--- config.mk ---
export PLATFORM = sky130hd
export DESIGN_NAME = fir_out_fifo
export DESIGN_NICKNAME = d
export VERILOG_FILES = /design/src/rtl/fir_out_fifo.sv
export SDC_FILE = /design/constraint.sdc
export NUM_CORES = 1
export LEC_CHECK = 0
export ABC_AREA = 1
export BUFFER_PORTS_ARGS = -buffer_cell sky130_fd_sc_hd__buf_2
export CAP_MARGIN = 20
export CORE_MARGIN = 2
export CORE_UTILIZATION = 60
export DETAILED_ROUTE_END_ITERATION = 6
export HOLD_SLACK_MARGIN = 0.08
export PLACE_DENSITY = 0.93
export SYNTH_ARGS = -nofsm -noshare
export SYNTH_HDL_FRONTEND = slang
export SYNTH_SLANG_ARGS = --single-unit
--- constraint.sdc ---
create_clock -name clk -period 5.34 [get_ports clk]
set_input_delay 0.267 -clock clk [delete_from_list [all_inputs] [get_ports clk]]
set_output_delay 0.267 -clock clk [all_outputs]
set_load 0.01 [all_outputs]
--- src/rtl/fir_out_fifo.sv ---
// fir_out_fifo: output stage behind the FIR filter.
// Accepts FIR samples on a valid/ready stream. It can decimate by keeping
// 1 of every (decim+1) accepted beats, and it buffers the kept samples in a
// DEPTH-entry FIFO toward the chip-level consumer.
//
// Ports:
//   clk, reset             rising-edge clock, synchronous active-high reset
//   s_axis_tdata/tvalid/tready   sample stream from the FIR
//   decim                  decimation select (keep 1 of decim+1)
//   clr_ovf                clears the sticky overflow flag
//   m_axis_tdata/tvalid/tready   head-of-FIFO stream to the consumer
//   level                  number of stored entries (0..DEPTH)
//   ovf                    sticky: a sample was offered while the FIFO was full
module fir_out_fifo #(
    parameter int DEPTH = 4,
    parameter int DW    = 8,
    parameter int LW    = 3
) (
    input  logic          clk,
    input  logic          reset,
    input  logic [DW-1:0] s_axis_tdata,
    input  logic          s_axis_tvalid,
    output logic          s_axis_tready,
    input  logic [1:0]    decim,
    input  logic          clr_ovf,
    output logic [DW-1:0] m_axis_tdata,
    output logic          m_axis_tvalid,
    input  logic          m_axis_tready,
    output logic [LW-1:0] level,
    output logic          ovf
);

    localparam int AW = (DEPTH > 1) ? $clog2(DEPTH) : 1;

    logic [DW-1:0] mem [DEPTH];
    logic [AW-1:0] rd_ptr;
    logic [AW-1:0] wr_ptr;
    logic [LW-1:0] count;
    logic [1:0]    dcnt;

    logic full;
    logic empty;
    logic accept;
    logic wr_en;
    logic pop;

    assign full   = (count == LW'(DEPTH));
    assign empty  = (count == '0);
    assign accept = s_axis_tvalid && !full;
    // Only the first beat of each decimation group reaches the FIFO.
    assign wr_en  = accept && (dcnt == 2'd0);
    assign pop    = !empty && m_axis_tready;

    // tready depends on registered state only, never on m_axis_tready.
    assign s_axis_tready = !full;
    assign m_axis_tvalid = !empty;
    assign level         = count;
    // The memory is not cleared, so stale contents are masked while empty.
    assign m_axis_tdata  = empty ? '0 : mem[rd_ptr];

    always_ff @(posedge clk) begin
        if (wr_en && !reset) begin
            mem[wr_ptr] <= s_axis_tdata;
        end
    end

    always_ff @(posedge clk) begin
        if (reset) begin
            rd_ptr <= '0;
            wr_ptr <= '0;
            count  <= '0;
            dcnt   <= 2'd0;
            ovf    <= 1'b0;
        end else begin
            if (wr_en) begin
                wr_ptr <= wr_ptr + 1'b1;
            end
            if (pop) begin
                rd_ptr <= rd_ptr + 1'b1;
            end
            if (wr_en && !pop) begin
                count <= count + 1'b1;
            end else if (!wr_en && pop) begin
                count <= count - 1'b1;
            end

            // Using >= (not ==) makes a lowered decim wrap dcnt on the next accept.
            if (accept) begin
                if (dcnt >= decim) begin
                    dcnt <= 2'd0;
                end else begin
                    dcnt <= dcnt + 2'd1;
                end
            end

            // A set in the same cycle as a clear wins.
            if (s_axis_tvalid && full) begin
                ovf <= 1'b1;
            end else if (clr_ovf) begin
                ovf <= 1'b0;
            end
        end
    end

endmodule

=== Word level (Yosys, flattened, before mapping) ===
Memory sizes are Yosys's and may differ from the RTL's. A register that Yosys moved wholly into a read port is not among the register bits.
Cells that the tools add are included.

* Register bits: 10
* Memory bits (writable): 32
* Input port bits: 15
* Output and inout port bits: 14
* Logic and storage cells: 39
* Memories kept: 1

* Add/sub/neg operators: 5
* Order comparisons: 1
* Equality and inequality tests: 1
* Multiplexer cells: 10
* Reductions and logical operators: 16

{| class="wikitable"
|+ Memories
! memory !! words !! width !! rd ports !! clocked after Yosys merged registers in !! write ports !! line !! source
|-
| mem || 4 || 8 || 1 || 1 || 1 || 35 || <nowiki>logic [DW-1:0] mem [DEPTH];</nowiki>
|}

{| class="wikitable"
|+ Operators by type and width
! cell !! number
|-
| $mux 8 || 1
|-
| $logic_and 1x1->1 || 7
|-
| $add 2x1->2 const B || 3
|-
| $mux 2 || 3
|-
| $mux 3 || 2
|-
| $logic_not 1->1 || 5
|-
| $mux 1 || 4
|-
| $reduce_bool 2->1 || 2
|-
| $add 3x1->3 const B || 1
|-
| $eq 3x3->1 const B || 1
|-
| $logic_not 3->1 || 1
|-
| $sub 3x1->3 const B || 1
|-
| $ge 2x2->1 || 1
|-
| $logic_not 2->1 || 1
|}

=== Logic depth before layout (Yosys ltp) ===
Gate-level depths: netlist of run 1.

* Depth after elaboration: 8
* Gate-level depth with buffers: 12
* Mapped depth without buffers: 12

=== Least setup slack after synthesis of run 1 ===
OpenSTA, ideal clock, no wires.

* Path type: register to register
* Start: reg count[0] (netlist: level[0])
* End: reg count[2] (netlist: level[2])
* Arrival time: 1,770 ps
* Required time: 5,227 ps
* Path slack: 3,457 ps
* Cell stages (with the launch flop): 13
* Clock period less this slack: 1,883 ps
* Cell sequence: dfxtp_1 inv_2 nand3_2 nand3_4 inv_4 ha_1 inv_1 fa_1 nor2_1 nand3b_1 nand2_1 nand2_1 nor2_1

* Cells in the longest elaborated chain, start to end: 7
* Elaborated cells between the ends (all ways): 16
* Those cells by class: add/sub: 2; eq/ne: 1; mux: 2; reduce/logical: 11

{| class="wikitable"
|+ RTL lines
! element !! line !! source
|-
| from (decl) || 38 || <nowiki>logic [LW-1:0] count;</nowiki>
|-
| from (signal assigned) || 82 || <nowiki>count <= count + 1'b1;</nowiki>
|-
| from (signal assigned) || 84 || <nowiki>count <= count - 1'b1;</nowiki>
|-
| $eq 3x3->1 (*) || 47 || <nowiki>assign full = (count == LW'(DEPTH));</nowiki>
|-
| $logic_not 1->1 (*) || - ||
|-
| named net s_axis_tready || 23 || <nowiki>output logic s_axis_tready,</nowiki>
|-
| $logic_and 1x1->1 (*) || 49 || <nowiki>assign accept = s_axis_tvalid && !full;</nowiki>
|-
| $logic_and 1x1->1 (*) || 51 || <nowiki>assign wr_en = accept && (dcnt == 2'd0);</nowiki>
|-
| named net wr_en || 44 || <nowiki>logic wr_en;</nowiki>
|-
| $logic_not 1->1 || 83 || <nowiki>end else if (!wr_en && pop) begin</nowiki>
|-
| $logic_and 1x1->1 || 83 ||
|-
| $reduce_bool 2->1 (no source line) || - ||
|}

Mark *: on every way through the listed nets, which the timed path passes. The rest lies on a longest branch. The select of a mux whose other input is x is not followed.
A chain may end at the register's enable or synchronous reset.

==> metrics.txt, run 1 <==
# TYPE chip_impl_metric gauge
chip_impl_metric{name="total_cts_buffers",unit=""} 5
chip_impl_metric{name="pre_cts_ws",unit="ns"} 3.39
chip_impl_info{name="crit_slowest_cell",value="dfxtp_1"} 1
chip_impl_metric{name="synth_cells",unit=""} 189
chip_impl_metric{name="postSynthRegisterBits",unit=""} 44
chip_impl_metric{name="buffer_and_inverter_count_on_the_worst_path",unit=""} 2
chip_impl_metric{name="wire_per_inst",unit="µm"} 13.7
chip_impl_metric{name="worst_setup_margin",unit="ns"} 3.13
chip_impl_metric{name="final_hold_viol_count",unit=""} 0
chip_impl_metric{name="timing.critical_path.slowest_cell_delay",unit="ns"} 0.70
chip_impl_metric{name="leakage",unit="nW"} 0.895
chip_impl_info{name="cts_tree",value="done"} 1
chip_impl_metric{name="synth_nets",unit=""} 213
chip_impl_info{name="status",value="completed"} 1
chip_impl_metric{name="fraction_of_registers_with_async_set_or_reset_after_synthesis",unit="%"} 0
chip_impl_metric{name="initial_core_util",unit="%"} 63.7
chip_impl_info{name="synth_top_flop_cell",value="edfxtp_1"} 1
chip_impl_metric{name="multi_input_area",unit="µm²"} 641
chip_impl_metric{name="required_time_of_the_worst_setup_path",unit="ns"} 5.07
chip_impl_metric{name="die_h",unit="µm"} 61.2
chip_impl_info{name="crit_path_cell_trace",value="inv_2 -> o21ai_0 -> a21oi_1 -> buf_2"} 1
chip_impl_metric{name="fp.dieW",unit="µm"} 61.2
chip_impl_metric{name="synth_warnings",unit=""} 0
chip_impl_metric{name="global_route_wire_length_before_repair",unit="µm"} 5550
chip_impl_metric{name="dr.first_iter.drc_count",unit=""} 54
chip_impl_metric{name="finalNonFillerCells",unit=""} 265
chip_impl_metric{name="avgViaCountPerCell",unit=""} 5.16
chip_impl_metric{name="antenna_left",unit=""} 0
chip_impl_metric{name="clkTransAtPathRegs",unit="ns"} 0.12
chip_impl_metric{name="timing.final.crit_period",unit="ns"} 2.21
chip_impl_metric{name="route.detailed.drc",unit=""} 0
chip_impl_info{name="setup.worst_path.end_class",value="output pin"} 1
chip_impl_metric{name="gpl.final_weighted_congestion",unit=""} 0.815
chip_impl_info{name="cp_top_family",value="flip-flops"} 1
chip_impl_metric{name="finalSetupViolCount",unit=""} 0
chip_impl_metric{name="worstMarginPinSlew",unit="ns"} 0.586
chip_impl_metric{name="timing_max_transition_violations_final",unit=""} 0
chip_impl_metric{name="cts.sinks",unit=""} 44
chip_impl_metric{name="antenna_cells_inserted",unit=""} 0
chip_impl_metric{name="nets",unit=""} 244
chip_impl_metric{name="grt_start_max_net_pins",unit=""} 18
chip_impl_metric{name="max_cap_viol_count",unit=""} 0
chip_impl_metric{name="relSlewSlack",unit="%"} 60.7
chip_impl_metric{name="postSynthAreaPerCell",unit="µm²"} 10.4
chip_impl_info{name="synth_area_leaders",value="edfxtp_1, dfxtp_1, nor2_1"} 1
chip_impl_metric{name="floorplan.die_area",unit="µm²"} 3740
chip_impl_metric{name="antenna_found_initial",unit=""} 0
chip_impl_metric{name="pwr_density_cell",unit="nW/µm²"} 435
chip_impl_metric{name="sequential_cell_area_fraction_in_the_yosys_report",unit="%"} 61.2
chip_impl_metric{name="core_area",unit="µm²"} 3080
chip_impl_metric{name="routed_wl",unit="µm"} 3630
chip_impl_metric{name="ios",unit=""} 29
chip_impl_metric{name="syn_area",unit="µm²"} 1960
chip_impl_metric{name="synthDistinctLibCells",unit=""} 25
chip_impl_info{name="root_buffer_master",value="clkbuf_4"} 1
chip_impl_metric{name="first_global_vias",unit=""} 1263
chip_impl_metric{name="place_hpwl",unit="µm"} 2680
chip_impl_info{name="start_kind",value="flop"} 1
chip_impl_metric{name="synth_top_area_share",unit="%"} 49.0
chip_impl_metric{name="layout-drive-gt1-share",unit="%"} 23.1
chip_impl_metric{name="peakVddDrop",unit="V"} 0.000272
chip_impl_info{name="holdCritPathClass",value="in2reg"} 1
chip_impl_metric{name="vias",unit=""} 1368
chip_impl_metric{name="htree_levels",unit=""} 2
chip_impl_metric{name="total_power",unit="µW"} 948
chip_impl_metric{name="globalRoute.totalOverflow",unit=""} 0
chip_impl_metric{name="clk_latency_worst_skew_pair",unit="ns"} 0.35
chip_impl_metric{name="timing.fmax",unit="MHz"} 452
chip_impl_metric{name="io_buffer_count",unit=""} 28
chip_impl_metric{name="synth_enable_flop_cells",unit=""} 32
chip_impl_metric{name="final_worst_path_period_share",unit="%"} 41.4
chip_impl_info{name="rsz0062_at_grt",value="no"} 1
chip_impl_metric{name="final.fill_count",unit=""} 232
chip_impl_metric{name="maximum_net_fanout_on_the_critical_path",unit=""} 17
chip_impl_metric{name="final.setup.tns",unit="ns"} 0
chip_impl_metric{name="timing.clock.skew",unit="ns"} 0.0111
chip_impl_metric{name="post_cts_buffers",unit=""} 0
chip_impl_metric{name="core.rowCount",unit=""} 20
chip_impl_metric{name="cts_hold_repair.buffers",unit=""} 0
chip_impl_metric{name="drtPass1Iterations",unit=""} 4
chip_impl_metric{name="global_route.usage.total",unit="%"} 21.6
chip_impl_metric{name="final_util",unit="%"} 70.7
chip_impl_metric{name="seq_area",unit="µm²"} 1200
chip_impl_metric{name="cts_repair_resize_count",unit=""} 0
chip_impl_metric{name="cts.path.max_buffers",unit=""} 2
chip_impl_metric{name="worst_ep_arrival_time",unit="ns"} 1.94
chip_impl_metric{name="syn_to_final_growth",unit="%"} 10.9
chip_impl_info{name="setup.worst_path.class",value="reg2out"} 1
chip_impl_info{name="yosys.area.top_type",value="edfxtp_1"} 1
chip_impl_metric{name="numPlacedInstances",unit=""} 257
cell usage in the layout, fill, tap and decap left out, types with 2 or more instances in the layout:
master,n
clkbuf_4,5
buf_2,28
edfxtp_1,32
nand2_1,13
o21ai_0,10
o21ai_1,10
nand3_2,2
clkbuf_1,2
ha_1,8
nor2_1,47
a21oi_1,13
inv_2,5
nor2_2,4
nand2_2,2
nand4_1,2
dfxtp_1,12
inv_1,17
synth_stat cells (2+ instances only):
cell and count:
nand2_2 2, nand4_1 2, a21oi_1 13, dfxtp_1 12
inv_2 5, nand3_2 2, edfxtp_1 32, nor2_2 4
nand2_1 13, o21ai_0 10, inv_1 17, nor2_1 47
buf_4 2, o21ai_1 10, ha_1 8
worst reg2reg max path: stages (launching register included):
cell	delay [ns]
dfxtp_1	0.48
inv_2	0.10
nand3_2	0.13
nand3_4	0.11
inv_4	0.08
ha_1	0.14
inv_1	0.07
fa_1	0.39
nor2_1	0.10
nand3b_1	0.13
nand2_1	0.06
nand2_1	0.06
nor2_1	0.04
kinds of logic (layout without fill, tap and decap cells):
| logic type | Yosys count | after routing | synth area share [%] |
|---|---|---|---|
| buffers and inverters | 27 | 59 | 6.12 |
| AND/OR/NAND/NOR | 75 | 75 | 17.7 |
| AO/OA/AOI/OAI | 33 | 33 | 8.42 |
| flip-flops | 44 | 44 | 61.2 |
| adder cells (fa/ha/maj) | 9 | 9 | 6.12 |
| XOR/XNOR | 1 | 1 | 0.447 |
area by class of cell:
| class | instances | share of cell area (%) |
|---|---|---|
| Sequential cell | 44 | 55.2 |
| Clock inverter | 1 | 0.230 |
| Inverter | 23 | 4.08 |
| Timing Repair Buffer | 28 | 6.44 |
| Tap cell | 44 | 2.53 |
| Multi-Input combinational cell | 118 | 29.4 |
| Clock buffer | 7 | 2.07 |
sequential cells by signal, indices dropped and copies added, names as in the netlist, named ones only:
| register | flops |
|---|---|
| dcnt | 2 |
| level | 3 |
| rd_ptr | 2 |
| mem | 32 |
| wr_ptr | 2 |
| ovf | 1 |
final timing paths:
| kind | start | endpoint | slack (ns) | cells past startpoint |
|---|---|---|---|---|
| max | flop | m_axis_tdata[7] | 3.13 | 4 |
| max reg2reg | level[0] | level[2] | 3.38 | 12 |
| min | reset | dcnt[1] | 0.13 | 2 |
| min reg2reg | ovf | ovf | 0.47 | 2 |
metal layers:
| metal | GRT usage, % | part of all wire, % |
|---|---|---|
| met1 | 23.0 | 37 |
| met2 | 39.7 | 55 |
| met3 | 7.14 | 6.8 |
| met4 | 7.45 | 0.99 |
| met5 | 0 | 0 |
report_power, final:
group / switching, mW / internal (mW)
sequential: 0.0454 / 0.407
combinational: 0.216 / 0.130
clock: 0.0978 / 0.0514
metrics by stage:
step	instance area, µm²	hold slack (ns)
finish	2180	0.127
global route	2180	0.117
CTS	2180	0.113
detailed placement	2130	0.450
global placement	2130	0.448
floorplan	1960	0.336
Power figures use the tool's default switching activity.
==> run 2: changes to the inputs <==
--- a/config.mk
+++ b/config.mk
@@ -9,10 +9,10 @@
 export BUFFER_PORTS_ARGS = -buffer_cell sky130_fd_sc_hd__buf_2
 export CAP_MARGIN = 20
 export CORE_MARGIN = 2
-export CORE_UTILIZATION = 60
+export CORE_UTILIZATION = 50
 export DETAILED_ROUTE_END_ITERATION = 6
 export HOLD_SLACK_MARGIN = 0.08
-export PLACE_DENSITY = 0.93
+export PLACE_DENSITY = 0.84
 export SYNTH_ARGS = -nofsm -noshare
 export SYNTH_HDL_FRONTEND = slang
 export SYNTH_SLANG_ARGS = --single-unit
==> constraint.sdc (replaced) <==
create_clock -name clk -period 1.9 [get_ports clk]
set_input_delay 0.095 -clock clk [delete_from_list [all_inputs] [get_ports clk]]
set_output_delay 0.095 -clock clk [all_outputs]
set_load 0.01 [all_outputs]
==> metrics.txt, run 2 (same netlist as run 1, synthesis figures left out) <==
# TYPE chip_impl_metric gauge
chip_impl_info{name="status",value="completed"} 1
chip_impl_info{name="cts_tree",value="done"} 1
chip_impl_metric{name="wire_per_inst",unit="µm"} 11.8
chip_impl_metric{name="global_route.usage.total",unit="%"} 17.1
chip_impl_metric{name="nets",unit=""} 260
chip_impl_metric{name="globalRoute.totalOverflow",unit=""} 0
chip_impl_metric{name="io_buffer_count",unit=""} 28
chip_impl_metric{name="floorplan.die_area",unit="µm²"} 4440
chip_impl_metric{name="final_util",unit="%"} 64.2
chip_impl_metric{name="maximum_net_fanout_on_the_critical_path",unit=""} 5
chip_impl_metric{name="vias",unit=""} 1372
chip_impl_info{name="crit_path_cell_trace",value="inv_2 -> ha_4 -> nand3_4 -> inv_4 -> ha_1 -> inv_2 -> fa_2 -> nor2_1 -> nand3b_1 -> nand2_1 -> nand2_1 -> nor2_1"} 1
chip_impl_metric{name="core.rowCount",unit=""} 22
chip_impl_metric{name="total_cts_buffers",unit=""} 5
chip_impl_metric{name="die_h",unit="µm"} 66.6
chip_impl_metric{name="cts.path.max_buffers",unit=""} 2
chip_impl_metric{name="dr.first_iter.drc_count",unit=""} 53
chip_impl_metric{name="final_cell_area",unit="µm²"} 2390
chip_impl_metric{name="routed_wl",unit="µm"} 3360
chip_impl_metric{name="globalRouteMet2Util",unit="%"} 33.4
chip_impl_metric{name="worstRegToRegCells",unit=""} 12
chip_impl_metric{name="route.detailed.drc",unit=""} 0
chip_impl_info{name="holdCritPathClass",value="in2reg"} 1
chip_impl_metric{name="initial_core_util",unit="%"} 52.8
chip_impl_metric{name="timing.clock.skew",unit="ns"} 0.00541
chip_impl_metric{name="buffer_and_inverter_count_on_the_worst_path",unit=""} 3
chip_impl_metric{name="htree_levels",unit=""} 2
chip_impl_metric{name="clkTransAtPathRegs",unit="ns"} 0.08
chip_impl_metric{name="timing.fmax",unit="MHz"} 556
chip_impl_metric{name="global_route_wire_length_before_repair",unit="µm"} 5640
chip_impl_metric{name="numPlacedInstances",unit=""} 266
chip_impl_metric{name="peakVddDrop",unit="V"} 0.000664
chip_impl_info{name="grt_most_used_layer",value="met2"} 1
chip_impl_metric{name="worst_hold_path.num_cells",unit=""} 4
chip_impl_metric{name="worst_ep_arrival_time",unit="ns"} 1.99
chip_impl_metric{name="syn_to_final_growth",unit="%"} 21.6
chip_impl_info{name="setup.worst_path.end_class",value="flop"} 1
chip_impl_info{name="crit_slowest_cell",value="fa_2"} 1
chip_impl_metric{name="fp.dieW",unit="µm"} 66.6
chip_impl_metric{name="finalSetupViolCount",unit=""} 0
chip_impl_metric{name="hold-worst-slack",unit="ns"} 0.160
chip_impl_metric{name="final_hold_viol_count",unit=""} 0
chip_impl_info{name="setup.worst_path.class",value="reg2reg"} 1
chip_impl_info{name="regMostFlops",value="mem"} 1
chip_impl_metric{name="drtPass1Iterations",unit=""} 4
chip_impl_metric{name="timing_max_transition_violations_final",unit=""} 0
chip_impl_metric{name="pwr_density_cell",unit="nW/µm²"} 1220
chip_impl_metric{name="leakage",unit="nW"} 0.981
chip_impl_metric{name="r2r_slack",unit="ns"} 0.10
chip_impl_info{name="worst_r2r_endpoint",value="level[2]"} 1
chip_impl_metric{name="clk_latency_worst_skew_pair",unit="ns"} 0.29
chip_impl_metric{name="timing.final.crit_period",unit="ns"} 1.80
chip_impl_metric{name="worstMarginPinSlew",unit="ns"} 0.460
chip_impl_metric{name="ios",unit=""} 29
chip_impl_metric{name="max_cap_viol_count",unit=""} 0
chip_impl_metric{name="avgViaCountPerCell",unit=""} 4.81
chip_impl_metric{name="grt_util_met3",unit="%"} 3.38
chip_impl_metric{name="antenna_cells_inserted",unit=""} 0
chip_impl_metric{name="largest_reg_flops",unit=""} 32
chip_impl_metric{name="dpl_cell_area",unit="µm²"} 2170
chip_impl_metric{name="cts.sinks",unit=""} 44
chip_impl_metric{name="place_hpwl",unit="µm"} 2300
chip_impl_metric{name="gpl.final_weighted_congestion",unit=""} 0.752
chip_impl_metric{name="core_area",unit="µm²"} 3720
chip_impl_info{name="start_kind",value="flop"} 1
chip_impl_metric{name="grt_use_met1",unit="%"} 17.9
chip_impl_info{name="mostFrequentLayoutCell",value="nor2_1"} 1
chip_impl_metric{name="finalNonFillerCells",unit=""} 285
chip_impl_metric{name="layout-drive-gt1-share",unit="%"} 27.4
chip_impl_metric{name="required_time_of_the_worst_setup_path",unit="ns"} 2.09
chip_impl_metric{name="timing.critical_path.slowest_cell_delay",unit="ns"} 0.35
chip_impl_info{name="critical_path.reg2reg.startpoint",value="dcnt[1]"} 1
chip_impl_metric{name="antenna_left",unit=""} 0
chip_impl_info{name="cp_top_family",value="adder cells"} 1
chip_impl_metric{name="final.fill_count",unit=""} 285
chip_impl_info{name="worst_hold_startpoint",value="m_axis_tready"} 1
chip_impl_metric{name="grt_start_max_net_pins",unit=""} 17
chip_impl_info{name="root_buffer_master",value="clkbuf_8"} 1
chip_impl_info{name="mostFrequentLayoutCells",value="nor2_1, edfxtp_1, buf_2, inv_1"} 1
chip_impl_metric{name="final_worst_path_period_share",unit="%"} 94.7
chip_impl_metric{name="antenna_found_initial",unit=""} 0
chip_impl_metric{name="relSlewSlack",unit="%"} 69.3
chip_impl_metric{name="total_power",unit="mW"} 2.91
chip_impl_metric{name="first_global_vias",unit=""} 1392
run 2: cell count changes in the layout (fill, tap and decap cells not counted), sizes merged:
| cell | delta |
|---|---|
| clkinvlp | +1 |
| dlygate4sd3 | +10 |
| buf | +6 |
| clkbuf | -1 |
run 2: layout make-up:
type                            count  area (µm²)  share of cell area [%]
Clock inverter                      2        11.3                   0.472
Multi-Input combinational cell    118         663                    27.8
Sequential cell                    44        1200                    50.5
Clock buffer                        6        72.6                    3.04
Timing Repair Buffer               44         285                    12.0
Tap cell                           48        60.1                    2.52
Inverter                           23        88.8                    3.72
run 2: repair_timing:
item | 4_1_cts | 5_1_grt
endpoints found under the setup margin | 0 | 2
buffers inserted | 0 | 1
hold buffers | 10 | 0
gates resized for setup | 0 | 10
endpoints found under the hold margin | 36 | 0
run 2: where the power goes:
group          internal [mW]  total (mW)  leakage (nW)  switching (mW)
logic                  0.454        1.13         0.553           0.679
registers               1.15        1.23         0.390          0.0838
clock network          0.255       0.546        0.0388           0.291
total                   1.86        2.91         0.981            1.05
run 2: stage by stage:
| step | TNS, ns | setup slack (ns) |
|---|---|---|
| 6_report | 0 | 0.101 |
| 5_1_grt | -0.0100 | -0.0100 |
| 3_5_place_dp | 0 | 0.0616 |
| 3_3_place_gp | 0 | 0.129 |
| 4_1_cts | 0 | 0.0220 |
| 2_1_floorplan | 0 | 0.0171 |
run 2: routing by layer:
metal	routed length, µm	share of wire [%]
met4	36	1.1
met1	1410	42
met5	0	0
met3	147	4.4
met2	1760	53
run 2: tightest hold or removal path, stage by stage:
cell	delay [ns]
buf_2	0.08
nand2_2	0.08
nand2_1	0.07
a21oi_1	0.07
run 2: worst max-delay path by stage:
stage / start / to / slack, ns / cells after the start
after floorplan: level[0] / level[2] / 0.02 / 12
final: dcnt[1] / level[2] / 0.10 / 12
after CTS: dcnt[0] / level[2] / 0.02 / 12
after global routing: dcnt[1] / level[2] / -0.01 / 12
after detailed placement: dcnt[0] / level[2] / 0.06 / 12
after global placement: dcnt[0] / level[2] / 0.13 / 12
==> run 3: changes to the inputs <==
--- a/config.mk
+++ b/config.mk
@@ -5,7 +5,6 @@
 export SDC_FILE = /design/constraint.sdc
 export NUM_CORES = 1
 export LEC_CHECK = 0
-export ABC_AREA = 1
 export BUFFER_PORTS_ARGS = -buffer_cell sky130_fd_sc_hd__buf_2
 export CAP_MARGIN = 20
 export CORE_MARGIN = 2
==> metrics.txt, run 3 <==
# TYPE chip_impl_metric gauge
chip_impl_info{name="status",value="finished, violations left"} 1
chip_impl_info{name="violations",value="setup timing"} 1
chip_impl_metric{name="postSynthAreaPerCell",unit="µm²"} 15.2
chip_impl_metric{name="required_time_of_the_worst_setup_path",unit="ns"} 2.12
chip_impl_info{name="cts_tree",value="done"} 1
chip_impl_metric{name="worstRegToRegCells",unit=""} 10
chip_impl_metric{name="r2r_slack",unit="ns"} -0.04
chip_impl_metric{name="place_hpwl",unit="µm"} 2370
chip_impl_info{name="regMostFlops",value="mem"} 1
chip_impl_metric{name="htree_levels",unit=""} 2
chip_impl_metric{name="io_buffer_count",unit=""} 28
chip_impl_info{name="setup.worst_path.end_class",value="flop"} 1
chip_impl_metric{name="synth_top_area_share",unit="%"} 51.5
chip_impl_info{name="worst_hold_startpoint",value="clr_ovf"} 1
chip_impl_metric{name="core.rowCount",unit=""} 22
chip_impl_info{name="root_buffer_master",value="clkbuf_8"} 1
chip_impl_metric{name="global_route_wire_length_before_repair",unit="µm"} 5680
chip_impl_info{name="combinational_family_with_the_most_area_after_synthesis",value="multiplexers"} 1
chip_impl_metric{name="cts.path.max_buffers",unit=""} 2
chip_impl_metric{name="synth_enable_flop_cells",unit=""} 32
chip_impl_info{name="synth_top_flop_cell",value="edfxtp_1"} 1
chip_impl_metric{name="clkTransAtPathRegs",unit="ns"} 0.08
chip_impl_metric{name="relSlewSlack",unit="%"} 73.0
chip_impl_info{name="critical_path.reg2reg.startpoint",value="dcnt[0]"} 1
chip_impl_metric{name="total_cts_buffers",unit=""} 5
chip_impl_metric{name="worst_setup_margin",unit="ns"} -0.0376
chip_impl_metric{name="dr.first_iter.drc_count",unit=""} 41
chip_impl_metric{name="initial_core_util",unit="%"} 51.3
chip_impl_metric{name="grt_start_max_net_pins",unit=""} 16
chip_impl_info{name="start_kind",value="flop"} 1
chip_impl_metric{name="synthDistinctLibCells",unit=""} 27
chip_impl_metric{name="first_global_vias",unit=""} 1190
chip_impl_info{name="synth_area_leaders",value="edfxtp_1, dfxtp_1, mux4_2"} 1
chip_impl_metric{name="globalRoute.totalOverflow",unit=""} 0
chip_impl_metric{name="core_area",unit="µm²"} 3630
chip_impl_metric{name="max_cap_viol_count",unit=""} 0
chip_impl_metric{name="synth_cells",unit=""} 123
chip_impl_metric{name="ios",unit=""} 29
chip_impl_metric{name="synth_nets",unit=""} 147
chip_impl_info{name="mostFrequentLayoutCells",value="edfxtp_1, buf_2, buf_4, nor2b_1"} 1
chip_impl_info{name="hold_end",value="ovf"} 1
chip_impl_info{name="setup.worst_path.class",value="reg2reg"} 1
chip_impl_metric{name="sequential_cell_area_fraction_in_the_yosys_report",unit="%"} 64.4
chip_impl_metric{name="synth-adder-area-share",unit="%"} 6.44
chip_impl_metric{name="worstMarginPinSlew",unit="ns"} 0.405
chip_impl_metric{name="worst_hold_path.num_cells",unit=""} 4
chip_impl_info{name="yosys.area.top_type",value="edfxtp_1"} 1
chip_impl_metric{name="synthSimpleGateAreaFrac",unit="%"} 10.1
chip_impl_metric{name="syn_to_final_growth",unit="%"} 28.6
chip_impl_metric{name="fraction_of_registers_with_async_set_or_reset_after_synthesis",unit="%"} 0
chip_impl_metric{name="routed_wl",unit="µm"} 3290
chip_impl_metric{name="synth_xor_xnor_area_share",unit="%"} 1.41
chip_impl_metric{name="final_worst_path_period_share",unit="%"} 102
chip_impl_metric{name="timing.clock.skew",unit="ns"} 0.00659
chip_impl_metric{name="worst_ep_arrival_time",unit="ns"} 2.16
chip_impl_metric{name="die_h",unit="µm"} 65.1
chip_impl_metric{name="antenna_found_initial",unit=""} 0
chip_impl_metric{name="vias",unit=""} 1140
chip_impl_metric{name="route.detailed.drc",unit=""} 0
chip_impl_metric{name="pwr_density_cell",unit="nW/µm²"} 1350
chip_impl_metric{name="final.fill_count",unit=""} 286
chip_impl_metric{name="timing.fmax",unit="MHz"} 516
chip_impl_info{name="most_frequent_cell_after_synthesis",value="edfxtp_1"} 1
chip_impl_metric{name="postSynthRegisterBits",unit=""} 44
chip_impl_info{name="yosys-top-cells-count",value="edfxtp_1, dfxtp_1, nor2b_1"} 1
chip_impl_metric{name="antenna_cells_inserted",unit=""} 0
chip_impl_metric{name="gpl.final_weighted_congestion",unit=""} 0.692
chip_impl_metric{name="floorplan.die_area",unit="µm²"} 4240
chip_impl_metric{name="fp.dieW",unit="µm"} 65.1
chip_impl_metric{name="post_synth_mux_area_share",unit="%"} 10.2
chip_impl_metric{name="synth-compound-area-share",unit="%"} 4.76
chip_impl_info{name="crit_slowest_cell",value="fa_2"} 1
chip_impl_metric{name="timing.critical_path.slowest_cell_delay",unit="ns"} 0.34
chip_impl_info{name="mostFrequentLayoutCell",value="edfxtp_1"} 1
chip_impl_info{name="holdCritPathClass",value="in2reg"} 1
chip_impl_metric{name="finalSetupViolCount",unit=""} 1
chip_impl_metric{name="timing_max_transition_violations_final",unit=""} 0
chip_impl_metric{name="avgViaCountPerCell",unit=""} 5.11
chip_impl_metric{name="buffer_and_inverter_count_on_the_worst_path",unit=""} 2
chip_impl_metric{name="maximum_net_fanout_on_the_critical_path",unit=""} 2
chip_impl_metric{name="clk_latency_worst_skew_pair",unit="ns"} 0.29
chip_impl_metric{name="total_power",unit="mW"} 3.23
chip_impl_metric{name="leakage",unit="nW"} 0.924
chip_impl_metric{name="final_util",unit="%"} 66.0
chip_impl_metric{name="wire_per_inst",unit="µm"} 14.8
chip_impl_metric{name="syn_area",unit="µm²"} 1870
chip_impl_info{name="crit_path_cell_trace",value="inv_2 -> ha_4 -> nand2_4 -> nor2_4 -> ha_4 -> inv_2 -> fa_2 -> xor2_1 -> or3_4 -> a21oi_2"} 1
chip_impl_metric{name="largest_reg_flops",unit=""} 32
chip_impl_metric{name="antenna_left",unit=""} 0
chip_impl_info{name="worst_r2r_endpoint",value="level[2]"} 1
chip_impl_metric{name="timing.final.crit_period",unit="ns"} 1.94
chip_impl_metric{name="global_route.usage.total",unit="%"} 18.5
chip_impl_metric{name="peakVddDrop",unit="V"} 0.000787
chip_impl_info{name="rsz0062_at_grt",value="yes"} 1
chip_impl_info{name="cp_top_family",value="adder cells"} 1
chip_impl_metric{name="final_hold_viol_count",unit=""} 0
chip_impl_metric{name="nets",unit=""} 198
chip_impl_metric{name="drtPass1Iterations",unit=""} 4
chip_impl_metric{name="layout-drive-gt1-share",unit="%"} 41.7
chip_impl_metric{name="cts.sinks",unit=""} 44
chip_impl_metric{name="synth_warnings",unit=""} 0
==> run 3: changes by cell type in the layout (fill, tap and decap cells not counted), moves of 8 or more <==
cell	delta
a21oi_1	-10
inv_1	-9
mux4_2	+8
nand2_1	-12
nor2_1	-41
nor2b_1	+9
o21ai_1	-10
==> run 3: routing by layer <==
metal  vias up  global-route usage (%)  part of all wire (%)
li1        552                       -                     -
met2        34                    33.6                    53
met1       549                    21.2                    41
met3         5                    4.17                   4.6
met5         -                       0                     0
met4         0                    7.03                   1.5
==> run 3: tightest hold or removal path, stage by stage <==
cell and delay, ns:
buf_2 0.08, nor2b_1 0.03, a21oi_1 0.11, nor2_1 0.05
==> run 3: logic make-up (layout without fill, tap and decap cells) <==
family | after synthesis | count (layout)
flip-flops | 44 | 44
AND/OR/NAND/NOR | 31 | 31
AO/OA/AOI/OAI | 14 | 14
buffers and inverters | 13 | 65
adder cells (fa/ha/maj) | 9 | 9
multiplexers | 9 | 9
XOR/XNOR | 3 | 3
==> run 3: how the worst max path moves through the flow <==
stage             start       end  cells after the start
2_1_floorplan  level[2]  level[2]                      7
3_3_place_gp    dcnt[0]  level[2]                     10
3_5_place_dp    dcnt[0]  level[2]                     10
4_1_cts        level[1]  level[2]                      7
5_1_grt         dcnt[0]  level[2]                     10
6_report        dcnt[0]  level[2]                     10
==> run 3: per-stage QoR <==
stage	hold slack, ns	TNS [ns]	cells	worst slack, ns	cell area, µm²
6_report	0.133	-0.0376	223	-0.0376	2400
3_5_place_dp	0.315	-0.0921	201	-0.0921	2160
2_1_floorplan	0.194	0	123	0.0462	1930
5_1_grt	0.151	-0.111	223	-0.111	2400
4_1_cts	0.127	-0.0416	223	-0.0416	2400
3_3_place_gp	0.307	0	201	0.0206	2160
==> run 3: where the power goes <==
part           total (mW)  internal, mW  switching, mW
logic                1.27         0.662          0.611
clock network       0.681         0.390          0.291
registers            1.28          1.16          0.118
==> run 3: cell type report <==
| cell class | count | area, µm² | share of cell area, % |
|---|---|---|---|
| Sequential cell | 44 | 1210 | 50.5 |
| Multi-Input combinational cell | 66 | 677 | 28.2 |
| Timing Repair Buffer | 48 | 310 | 12.9 |
| Clock buffer | 6 | 72.6 | 3.02 |
| Tap cell | 48 | 60.1 | 2.50 |
| Clock inverter | 2 | 35.0 | 1.46 |
| Inverter | 9 | 33.8 | 1.41 |
==> run 3: what timing repair did <==
item | in CTS | in global routing
hold endpoints to repair | 32 | 0
buffers inserted | 6 | 0
resized for setup | 1 | 1
hold buffers | 8 | 0
setup endpoints to repair | 1 | 1
pin swaps | 3 | 0
